===== config.mk =====
export PLATFORM = sky130hd
export DESIGN_NAME = dot_product_sequencer
export DESIGN_NICKNAME = d
export VERILOG_FILES = /design/src/rtl/dot_product_sequencer.sv
export SDC_FILE = /design/constraint.sdc
export NUM_CORES = 1
export LEC_CHECK = 0
export CAP_MARGIN = 20
export CORE_ASPECT_RATIO = 0.9
export CORE_UTILIZATION = 45
export DETAILED_ROUTE_END_ITERATION = 10
export HOLD_SLACK_MARGIN = 0.06
export MAX_ROUTING_LAYER = met4
export PLACE_DENSITY = 0.86
export SLEW_MARGIN = 10
export SYNTH_ARGS = -nofsm -noshare
export SYNTH_HDL_FRONTEND = slang
export SYNTH_SLANG_ARGS = --single-unit
export TNS_END_PERCENT = 100

===== constraint.sdc =====
create_clock -name clk -period 6 [get_ports clk]
set_input_delay 1.5 -clock clk [delete_from_list [all_inputs] [get_ports clk]]
set_output_delay 1.5 -clock clk [all_outputs]
set_load 0.02 [all_outputs]

===== src/rtl/dot_product_sequencer.sv =====
// Feeds operand beats into a fixed-latency 2-mult/1-add datapath, tags each
// in-flight beat, accumulates the returned products and hands out one sum per job.
module dot_product_sequencer #(
  parameter int LAT   = 3,
  parameter int ACC_W = 40,
  parameter int CNT_W = 16
) (
  input  logic             clk,
  input  logic             rst,
  input  logic             in_valid,
  output logic             in_ready,
  input  logic [31:0]      in_a1,
  input  logic [31:0]      in_b1,
  input  logic [31:0]      in_a2,
  input  logic [31:0]      in_b2,
  input  logic             in_last,
  output logic [31:0]      dp_a1,
  output logic [31:0]      dp_b1,
  output logic [31:0]      dp_a2,
  output logic [31:0]      dp_b2,
  input  logic [31:0]      dp_c,
  output logic             res_valid,
  input  logic             res_ready,
  output logic [ACC_W-1:0] res_sum,
  output logic [CNT_W-1:0] res_count,
  output logic [1:0]       state_dbg
);

  // Handshakes: a transfer happens on a rising edge where valid && ready are
  // both high; valid never depends on ready, and ready is ignored while valid is low.
  localparam logic [1:0] IDLE  = 2'd0;
  localparam logic [1:0] RUN   = 2'd1;
  localparam logic [1:0] DRAIN = 2'd2;
  localparam logic [1:0] DONE  = 2'd3;

  logic [1:0]       state;
  logic [LAT:0]     tag;
  logic [ACC_W-1:0] acc;
  logic [CNT_W-1:0] cnt;
  logic [ACC_W-1:0] c_ext;
  logic             accept;
  logic             drain_done;

  assign in_ready   = (state == IDLE) || (state == RUN);
  assign accept     = in_valid && in_ready;
  assign c_ext      = ACC_W'(dp_c);
  // Last tagged beat is at the datapath output and nothing else is behind it.
  assign drain_done = tag[LAT] && (tag[LAT-1:0] == '0);
  assign state_dbg  = state;

  always_ff @(posedge clk) begin
    if (rst) begin
      state     <= IDLE;
      tag       <= '0;
      dp_a1     <= '0;
      dp_b1     <= '0;
      dp_a2     <= '0;
      dp_b2     <= '0;
      acc       <= '0;
      cnt       <= '0;
      res_valid <= 1'b0;
      res_sum   <= '0;
      res_count <= '0;
    end else begin
      dp_a1 <= accept ? in_a1 : 32'd0;
      dp_b1 <= accept ? in_b1 : 32'd0;
      dp_a2 <= accept ? in_a2 : 32'd0;
      dp_b2 <= accept ? in_b2 : 32'd0;
      tag   <= {tag[LAT-1:0], accept};

      if (tag[LAT]) acc <= acc + c_ext;
      if (accept)   cnt <= cnt + CNT_W'(1);

      case (state)
        IDLE: begin
          if (accept) begin
            acc   <= '0;
            cnt   <= CNT_W'(1);
            state <= in_last ? DRAIN : RUN;
          end
        end
        RUN: begin
          if (accept && in_last) state <= DRAIN;
        end
        DRAIN: begin
          if (drain_done) begin
            res_sum   <= acc + c_ext;
            res_count <= cnt;
            res_valid <= 1'b1;
            state     <= DONE;
          end
        end
        default: begin
          if (res_ready) begin
            res_valid <= 1'b0;
            state     <= IDLE;
          end
        end
      endcase
    end
  end

endmodule


==> results of run 1 <==
-- cell usage after synthesis (4+ instances only) --
| cell type | count | area, sq um |
|---|---|---|
| dfxtp_1 | 247 | 4940 |
| and3_1 | 135 | 845 |
| nand2_1 | 134 | 503 |
| a21oi_1 | 82 | 410 |
| nor2_1 | 67 | 251 |
| clkbuf_1 | 64 | 240 |
| ha_1 | 38 | 475 |
| nand3_1 | 31 | 155 |
| o21ai_0 | 28 | 140 |
| mux2i_1 | 26 | 260 |
| inv_1 | 21 | 78.8 |
| xor2_1 | 21 | 184 |
| a21o_1 | 15 | 113 |
| xnor2_1 | 15 | 131 |
| a211oi_1 | 14 | 105 |
| nand4_1 | 13 | 81.3 |
| a31oi_1 | 12 | 75.1 |
| nor3_1 | 11 | 55.1 |
| nor2b_1 | 9 | 56.3 |
| and2_1 | 7 | 43.8 |
| or3_1 | 7 | 43.8 |
| nor4_1 | 6 | 37.5 |
| o21a_1 | 6 | 45.0 |
| o21bai_1 | 6 | 45.0 |
| buf_1 | 5 | 18.8 |
| o211ai_1 | 5 | 37.5 |
| a2111oi_0 | 4 | 35.0 |
| a21boi_0 | 4 | 30.0 |
| nand2b_1 | 4 | 25.0 |
| o31ai_1 | 4 | 30.0 |
-- logic make-up after synthesis --
family / Yosys count / share of synthesized area
AND/OR/NAND/NOR: 438 / 0.221
adder cells (fa/ha/maj): 39 / 0.0493
buffers and inverters: 96 / 0.0385
AO/OA/AOI/OAI: 217 / 0.142
multiplexers: 26 / 0.0259
flip-flops: 247 / 0.492
XOR/XNOR: 36 / 0.0314
-- per-layer routing --
metal / part of all wire / GRT usage / vias to the layer above
li1: - / - / 4497
met4: 0.025 / 0.0744 / 0
met2: 0.49 / 0.433 / 322
met3: 0.053 / 0.0349 / 54
met5: 0 / - / -
met1: 0.43 / 0.328 / 4320
-- worst max-delay path, stage by stage --
cell,delay (ns)
clkdlybuf4s50_1,0.42
ha_1,0.41
a2111o_1,0.45
o21ai_2,0.30
a311oi_1,0.19
or2_1,0.33
o211ai_4,0.35
a2111oi_0,0.17
a311o_1,0.37
-- power breakdown --
part | internal [mW] | switching [mW]
sequential | 1.75 | 0.0425
clock | 1.02 | 0.669
combinational | 0.384 | 0.437
-- state kept, by name, summed over array words and instances, names as in the netlist, named ones only --
register / cells
dp_a1: 32
dp_b1: 32
tag: 4
dp_b2: 32
state_dbg: 2
cnt: 1
dp_a2: 32
res_count: 16
res_valid: 1
res_sum: 40
acc: 40
-- area by class of cell --
class,count,area [sq um]
Clock buffer,36,759
Clock inverter,12,151
Fill cell,1708,7130
Inverter,21,78.8
Multi-Input combinational cell,756,4720
Sequential cell,247,4950
Tap cell,291,364
Timing Repair Buffer,361,3610
-- layout by cell type (no fill, tap or decap), types with 27 or more instances in the layout --
cell type        instances
clkdlybuf4s50_1        351
dfxtp_1                246
and3_1                 135
nand2_1                133
a21oi_1                 82
nor2_1                  67
ha_1                    38
nand3_1                 31
o21ai_0                 28
clkbuf_16               27
-- final timing paths --
kind	from	to	slack [ns]
min reg2reg	res_count[2]	res_count[2]	0.45
max reg2reg	tag[3]	res_sum[32]	2.57
max	dp_c[7]	res_sum[32]	1.93
min	res_count[2]	res_count[2]	0.45
==> results.md, run 1 <==
* Cell count after synthesis at between 1k and 1.5k
* Pwr/cell area at approximately 290 mW/mm^2
* # DRC at 0
* Die height at ~140 microns
* Util after Layout at 0.672
* Synthesis-stage register bit count at about 250
* Die Area at 0.0229 sq mm
* Clock sinks at 247
* Clock insertion delay at the later pin of the skew report at 0.52 ns
* I/O pins at 353
* Post-placement cell count at about 1.7k
* WHS at 0.451 ns
* VDD IR max at 0.000237 V
* # resized after CTS at 0
* Share of layout cells above drive strength 1 at 0.0558
* Unique cell type count in the Yosys netlist at 66
* Final Cell Area at 0.0146 sq mm
* Slew @ Worst Pin at 1.09 ns
* Tmin final at 4.07 ns
* Leakage at 6.00 nW
* Routability cong. at 0.929
* TNS Setup at 0 ns
* Post-DP HPWL at between 20 and 25 mm
* CP required at 6.41 ns
* Core Area at roughly 0.022 sq mm
* Setup crit start kind: input pin
* Final worst-path cycle share at 0.679
* Min-Delay Path Class: register to register
* Relative slew slack at 0.269
* Count of final hold-check violations at 0
* First-pass DRT Iterations at 5
* FFs w/ async S/R, synth at 0
* Final net count at approximately 1.6k
* Vias in the first global route at 8567
* Routed WL per cell at 17.7 microns
* PortBufs at ~350
* Initial antenna violation count at 0
* CP arrival at 4.48 ns
* Inserted Clock Buffers at 27
* Reg2Reg Depth at 8
* CP Capture Type: register
* Post-Syn Nets at ~1.3k
* Congestion Overflow GR at 0
* Finished Layout Cells at 1724
* Post-synth EDFFs at 0
* Final WL at 30.6 mm
* CTS clock-pin slew for the worst setup and hold paths at 0.06 ns
* Place WS at 1.44 ns
* Clk root buf: clkbuf_16
* Syn_area_per_cell at 9.15 sq um
* Final Power at 4.30 mW
* DR vias at 9193
* Crit-path max FO at 10
* Initial Util at 0.462
* Number of diodes at 0
* Cell Area, Synth at 0.0101 sq mm
* DIE WIDTH at 160 microns
* Vias per cell at 5.33
* Clock Skew at about 0.013 ns
* Final worst slack at 1.93 ns
* Dpl cell area at 0.0137 sq mm
* Setup CP Type: input pin to register
* Rows at between 50 and 60
* Initial drt markers at 726
* Post-synth top flop: dfxtp_1
* Final-report setup violation count at 0
* RSZ-0062 raised after global routing: false
* Final Max Tran Viols at 0
* Status: complete, no violations
* Routed Antenna Nets at 0
* First-pass GRT wire length at 46.2 mm
* CTS H-tree lvls at 1
* Max-cap violations at 0
* Hold depth at 2
* Yosys warns at 0
* Largest net degree at the start of global routing at roughly 150
* Post-CTS Setup Bufs at 0
* CTS tree: done
* Hold_buf cts at 0
* Area delta synth->final at 45.6%
* CTS Buffer Depth at 3
* FMAX at 0.245 GHz
* Sequential share of the synthesized area at 0.492
* Gr usage total at 0.259
(Power assumes the default switching activity.)
==> run 2, diff against run 1 <==
- clock period: 6 -> 4.1 ns (I/O delays scaled with it)
==> run 2 against run 1 <==
Compared with the run above:
- via count grew 1.1%
- clock power grew 60%
- count of clock-buffer cells in the layout shrank 3
- combinational power grew 47%
- non-clock buffer count grew 9
- clock skew shrank 0.0012 ns
- wire length grew 2.0%
- worst setup slack lost 1.3 ns
- cell count grew 0.58%
- global-route usage grew 0.45 points
- largest cell class unchanged
==> results.md, run 2 (synthesis gave the netlist of run 1 again) <==
* Vias in the first global route at 8705 (+1.6%)
* TNS Setup at 0 ns (unchanged)
* Routed Antenna Nets at 0 (unchanged)
* Reg2Reg Depth at 11 (+3)
* Clk root buf: clkbuf_16
* Max-cap violations at 0 (unchanged)
* Largest registers in the final layout: acc (40), res_sum (40)
* CP Depth at 12 (+3)
* Relative slew slack at 0.328 (+0.0588)
* Crit-path max FO at 10 (unchanged)
* Routed WL per cell at 18.0 microns (+1.4%)
* WP buf/inv at 2 (+1)
* Final worst-path cycle share at 0.854
* Clock Skew at 0.0120 ns (-0.00122 ns)
* # DRC at 0 (unchanged)
* Commonest non-fill, non-tap cells in the layout: clkdlybuf4s50_1 (351), dfxtp_1 (246), and3_1 (135)
* CTS tree: done
* First-pass GRT wire length at 46.9 mm (+1.5%)
* Die Area at 0.0229 sq mm (unchanged)
* FMAX at 0.286 GHz
* CTS clock-pin slew for the worst setup and hold paths at 0.06 ns (about the same)
* Initial drt markers at 701 (-3.4%)
* CTS Buffer Depth at 3 (unchanged)
* Gr usage total at 0.263 (+0.00452)
* Number of diodes at 0 (unchanged)
* Post-DP HPWL at 22.3 mm (+1.8%)
* Rows at 51 (unchanged)
* CP Capture Type: register
* Critical Path End: res_sum[32]
* Die height at 144 microns (unchanged)
* Pwr/cell area at 443 mW/mm^2 (+51%)
* Clock sinks at 247 (unchanged)
* Post-CTS Setup Bufs at 0 (unchanged)
* Final WL at 31.2 mm (+2.0%)
* I/O pins at 353 (unchanged)
* Critical-path top delay cell: a2111oi_0
* Crit-path cells: clkdlybuf4s50_1, ha_1, inv_1, fa_1, nor2b_1, o31a_1, o21ai_2, a311oi_1, or2_1, o211ai_4, a2111oi_0, a311o_1
* Initial antenna violation count at 0 (unchanged)
* # resized after CTS at 0 (unchanged)
* Clock insertion delay at the later pin of the skew report at 0.53 ns (about the same)
* Setup CP Type: input pin to register
* Congestion Overflow GR at 0 (unchanged)
* Reg-to-Reg End: res_sum[32]
* CP startpoint: dp_c[0]
* Slew @ Worst Pin at 1.01 ns (-0.0856 ns)
* Inserted Clock Buffers at 27 (unchanged)
* Hold depth at 2 (unchanged)
* Share of layout cells above drive strength 1 at 0.0631 (+0.00724)
* CP peak stage delay at 0.48 ns (+0.03 ns)
* Largest net degree at the start of global routing at 129 (-12%)
* Most common cell after layout, fill and taps aside: clkdlybuf4s50_1
* Hold_buf cts at 0 (unchanged)
* Initial Util at 0.462 (unchanged)
* Final Max Tran Viols at 0 (unchanged)
* First-pass DRT Iterations at 5 (unchanged)
* Final Power at 6.55 mW (+52%)
* Tmin final at 3.50 ns
* CTS H-tree lvls at 1 (unchanged)
* FF-to-FF Start: acc[0]
* Final-report setup violation count at 0 (unchanged)
* Crit-path leading delay family: compound AO/OA/AOI/OAI gates
* Hold Crit Start: res_sum[2]
* DR vias at 9296 (+1.1%)
* Status: complete, no violations
* Reg2reg setup slack at 1.23 ns (-1.34 ns)
* PortBufs at 352 (unchanged)
* CP required at 4.56 ns (-1.85 ns)
* Area delta synth->final at 46.9%
* VDD IR max at 0.000448 V (+89%)
* Number of fillers in the final layout at 1672 (-2.1%)
* Routability cong. at 0.955 (+2.8%)
* RSZ-0062 raised after global routing: false
* Final net count at 1627 (+0.56%)
* Core Area at 0.0218 sq mm (unchanged)
* DIE WIDTH at 160 microns (unchanged)
* CP arrival at 3.97 ns (-0.51 ns)
* Count of final hold-check violations at 0 (unchanged)
* Leakage at 6.08 nW (+1.3%)
* Vias per cell at 5.36 (+0.54%)
* Min-Delay Path Class: register to register
* Setup crit start kind: input pin
==> run 2: report_power, final <==
| part | leakage (nW) | internal [mW] | switching (mW) |
|---|---|---|---|
| Clock | 0.490 | 1.71 | 1.00 |
| Sequential | 2.01 | 2.57 | 0.0639 |
| Combinational | 3.58 | 0.562 | 0.645 |
| Total | 6.08 | 4.83 | 1.71 |
==> run 2: worst min path at each step <==
stage,endpoint,slack [ns]
2_1_floorplan,res_count[15],0.44
5_1_grt,res_sum[2],0.47
6_report,res_sum[2],0.45
3_3_place_gp,res_sum[16],0.44
4_1_cts,res_sum[2],0.45
3_5_place_dp,res_sum[13],0.45
==> run 2: worst reg2reg max path: stages, from the launching register on <==
cell and delay, ns:
dfxtp_1 0.33, ha_1 0.17, inv_1 0.06, fa_1 0.41, nor2b_1 0.17, o31a_1 0.20, o21ai_2 0.13, a311oi_1 0.30
or2_1 0.23, o211ai_4 0.16, a2111oi_0 0.48, a311o_1 0.17
==> run 2: stage by stage <==
step | hold WS, ns | utilization | setup slack [ns] | instance area, sq um | std cells
global placement | 0.439 | 0.633 | 0.167 | 13800 | 1685
global route | 0.469 | 0.679 | 0.348 | 14800 | 1734
detailed placement | 0.446 | 0.633 | 0.109 | 13800 | 1685
floorplan | 0.444 | - | 0.766 | 10100 | 1099
finish | 0.454 | 0.679 | 0.600 | 14800 | 1734
CTS | 0.454 | 0.679 | 0.649 | 14800 | 1734
==> run 2: area by class of cell <==
| class | instances | area (sq um) | share of cell area |
|---|---|---|---|
| Clock buffer | 33 | 728 | 0.0493 |
| Clock inverter | 16 | 269 | 0.0182 |
| Inverter | 21 | 78.8 | 0.00534 |
| Multi-Input combinational cell | 756 | 4720 | 0.320 |
| Sequential cell | 247 | 4950 | 0.335 |
| Tap cell | 291 | 364 | 0.0247 |
| Timing Repair Buffer | 370 | 3650 | 0.247 |
==> run 2: metal layers <==
metal | up-vias | track usage | part of all wire
met1 | 4358 | 0.327 | 0.42
met3 | 62 | 0.0508 | 0.066
met4 | 0 | 0.0962 | 0.034
li1 | 4523 | - | -
met5 | - | - | 0
met2 | 353 | 0.427 | 0.48
==> run 3, diff against run 2 <==
- REMOVE_ABC_BUFFERS: default -> 1
==> run 3 against run 2 <==
Compared with the run above:
- critical path type unchanged
- combinational power barely moved
- clock power down 6%
- highest routed layer unchanged
- die area did not move
==> results.md, run 3 (synthesis gave the netlist of run 1 again) <==
* DIE WIDTH at 160 microns (unchanged)
* Routed WL per cell at 18.1 microns (+0.60%)
* Clk root buf: clkbuf_16
* Vias per cell at 5.35 (-0.15%)
* Hold_buf cts at 0 (unchanged)
* Clock Skew at 0.0120 ns (-0.0000596 ns)
* Crit-path max FO at 10 (unchanged)
* CP Capture Type: register
* Clock insertion delay at the later pin of the skew report at 0.51 ns (-0.02 ns)
* Clock Power Share at 0.398 (-0.016)
* CTS clock-pin slew for the worst setup and hold paths at 0.07 ns (about the same)
* Inserted Clock Buffers at 27 (unchanged)
* Post-placement cell count at 1684 (-0.059%)
* Status: complete, no violations
* Routed Antenna Nets at 0 (unchanged)
* Combinational Power Share at 0.190 (+0.006)
* Multi-input logic area at 0.00473 sq mm (about the same)
* Final Cell Area at 0.0147 sq mm (-0.20%)
* FMAX at 0.280 GHz (-2.0%)
* Tmin final at 3.57 ns (+0.0723 ns)
* WHS at 0.454 ns (+0.000549 ns)
* Commonest non-fill, non-tap cells in the layout: clkdlybuf4s50_1 (351), dfxtp_1 (246), and3_1 (135)
* Initial antenna violation count at 2 (+2)
* Vias in the first global route at 8523 (-2.1%)
* Final net count at 1626 (-0.061%)
* Setup crit start kind: input pin
* Post-CTS Setup Bufs at 0 (unchanged)
* Initial Util at 0.462 (unchanged)
* Gr usage total at 0.264 (+0.000584)
* Final-report setup violation count at 0 (unchanged)
* Pwr/cell area at 433 mW/mm^2 (-2.4%)
* RSZ-0062 raised after global routing: false
* CTS H-tree lvls at 1 (unchanged)
* Leakage at 6.06 nW (-0.35%)
* Largest registers in the final layout: acc (40), res_sum (40)
* Setup CP Type: input pin to register
* First-pass DRT Iterations at 5 (unchanged)
* Switching Fraction at 0.265 (+0.00384)
* Final Max Tran Viols at 0 (unchanged)
* CTS Buffer Depth at 3 (unchanged)
* Share of layout cells above drive strength 1 at 0.0617 (-0.00134)
* Internal at 4.69 mW (-3.1%)
* Core Area at 0.0218 sq mm (unchanged)
* Rows at 51 (unchanged)
* # DRC at 0 (unchanged)
* Final worst-path cycle share at 0.871 (+0.0176)
* Die height at 144 microns (unchanged)
* Relative slew slack at 0.471 (+0.144)
* Min-Delay Path Class: register to register
* Register share of total power at 0.412 (+0.010)
* Finished Layout Cells at 1735 (+0.058%)
* Final Power at 6.38 mW (-2.6%)
* # resized after CTS at 0 (unchanged)
* I/O pins at 353 (unchanged)
* Most common cell after layout, fill and taps aside: clkdlybuf4s50_1
* Post-DP HPWL at 22.7 mm (+2.0%)
* FF+latch area at 0.00495 sq mm (unchanged)
* Die Area at 0.0229 sq mm (unchanged)
* Max-cap violations at 0 (unchanged)
* Area delta synth->final at 46.6%
* DR vias at 9287 (-0.097%)
* Final WL at 31.4 mm (+0.65%)
* Slew @ Worst Pin at 0.790 ns (-0.218 ns)
* Dpl cell area at 0.0138 sq mm (about the same)
* Number of fillers in the final layout at 1721 (+2.9%)
* Initial drt markers at 831 (+19%)
* Congestion Overflow GR at 0 (unchanged)
* Clock sinks at 247 (unchanged)
* Routability cong. at 0.925 (-3.1%)
* Psw at 1.69 mW (-1.1%)
* Count of final hold-check violations at 0 (unchanged)
* CP arrival at 3.99 ns (+0.02 ns)
* CP required at 4.51 ns (-0.05 ns)
* CTS tree: done
* VDD IR max at 0.000331 V (-26%)
* PortBufs at 352 (unchanged)
* Largest net degree at the start of global routing at 99 (-23%)
* First-pass GRT wire length at 47.1 mm (+0.32%)
## run 3: cell types whose count changed in the layout (fill, tap and decap cells not counted), moves of 2 or more
cell and delta:
buf_4 -2, clkinv_2 -3, bufinv_16 -4, clkbuf_8 +5
diode_2 +2, clkinv_4 +2
## run 3: layout make-up
| class | instances | share of cell area |
|---|---|---|
| Antenna cell | 2 | 0.000340 |
| Clock buffer | 39 | 0.0543 |
| Clock inverter | 10 | 0.0104 |
| Inverter | 21 | 0.00543 |
| Multi-Input combinational cell | 756 | 0.321 |
| Sequential cell | 247 | 0.336 |
| Tap cell | 291 | 0.0247 |
| Timing Repair Buffer | 369 | 0.248 |
## run 3: worst paths after layout
check             slack [ns]        start           to  depth (start not counted)
setup / recovery        0.53     dp_c[18]      acc[37]                         10
hold / removal          0.45  res_sum[10]  res_sum[10]                          2
setup reg to reg        1.14      acc[16]      acc[37]                          9
hold reg to reg         0.45  res_sum[10]  res_sum[10]                          2
## run 3: metrics by stage
step           worst slack [ns]  setup TNS [ns]   util
2_1_floorplan            -0.145          -0.438      -
4_1_cts                   0.597               0  0.677
3_5_place_dp             0.0355               0  0.633
3_3_place_gp              0.134               0  0.633
5_1_grt                   0.403               0  0.677
6_report                  0.527               0  0.677
## run 3: power by group through the flow
stage          Sequential [mW]  Combinational [mW]  Clock [mW]
6_report                  2.63                1.21        2.54
5_1_grt                   2.64                1.29        2.68
4_1_cts                   2.63                1.21        2.58
3_5_place_dp              2.68                1.20           0
3_3_place_gp              2.67                1.19           0
2_1_floorplan             2.87               0.368           0
## run 3: layer usage
| metal | global-route usage | share of wire | wire length [microns] | up-vias |
|---|---|---|---|---|
| li1 | - | - | - | 4516 |
| met2 | 0.420 | 0.47 | 14900 | 368 |
| met3 | 0.0560 | 0.071 | 2230 | 67 |
| met5 | - | 0 | 0 | - |
| met1 | 0.338 | 0.43 | 13500 | 4336 |
| met4 | 0.0784 | 0.026 | 802 | 0 |
## run 3: critical path, cell delays in order
cell             delay [ns]
clkdlybuf4s50_1        0.43
ha_1                   0.48
nand4_2                0.18
or3_1                  0.37
a2111oi_2              0.37
or4b_4                 0.23
a31oi_4                0.11
o21ai_2                0.37
a31oi_1                0.16
a41o_1                 0.25
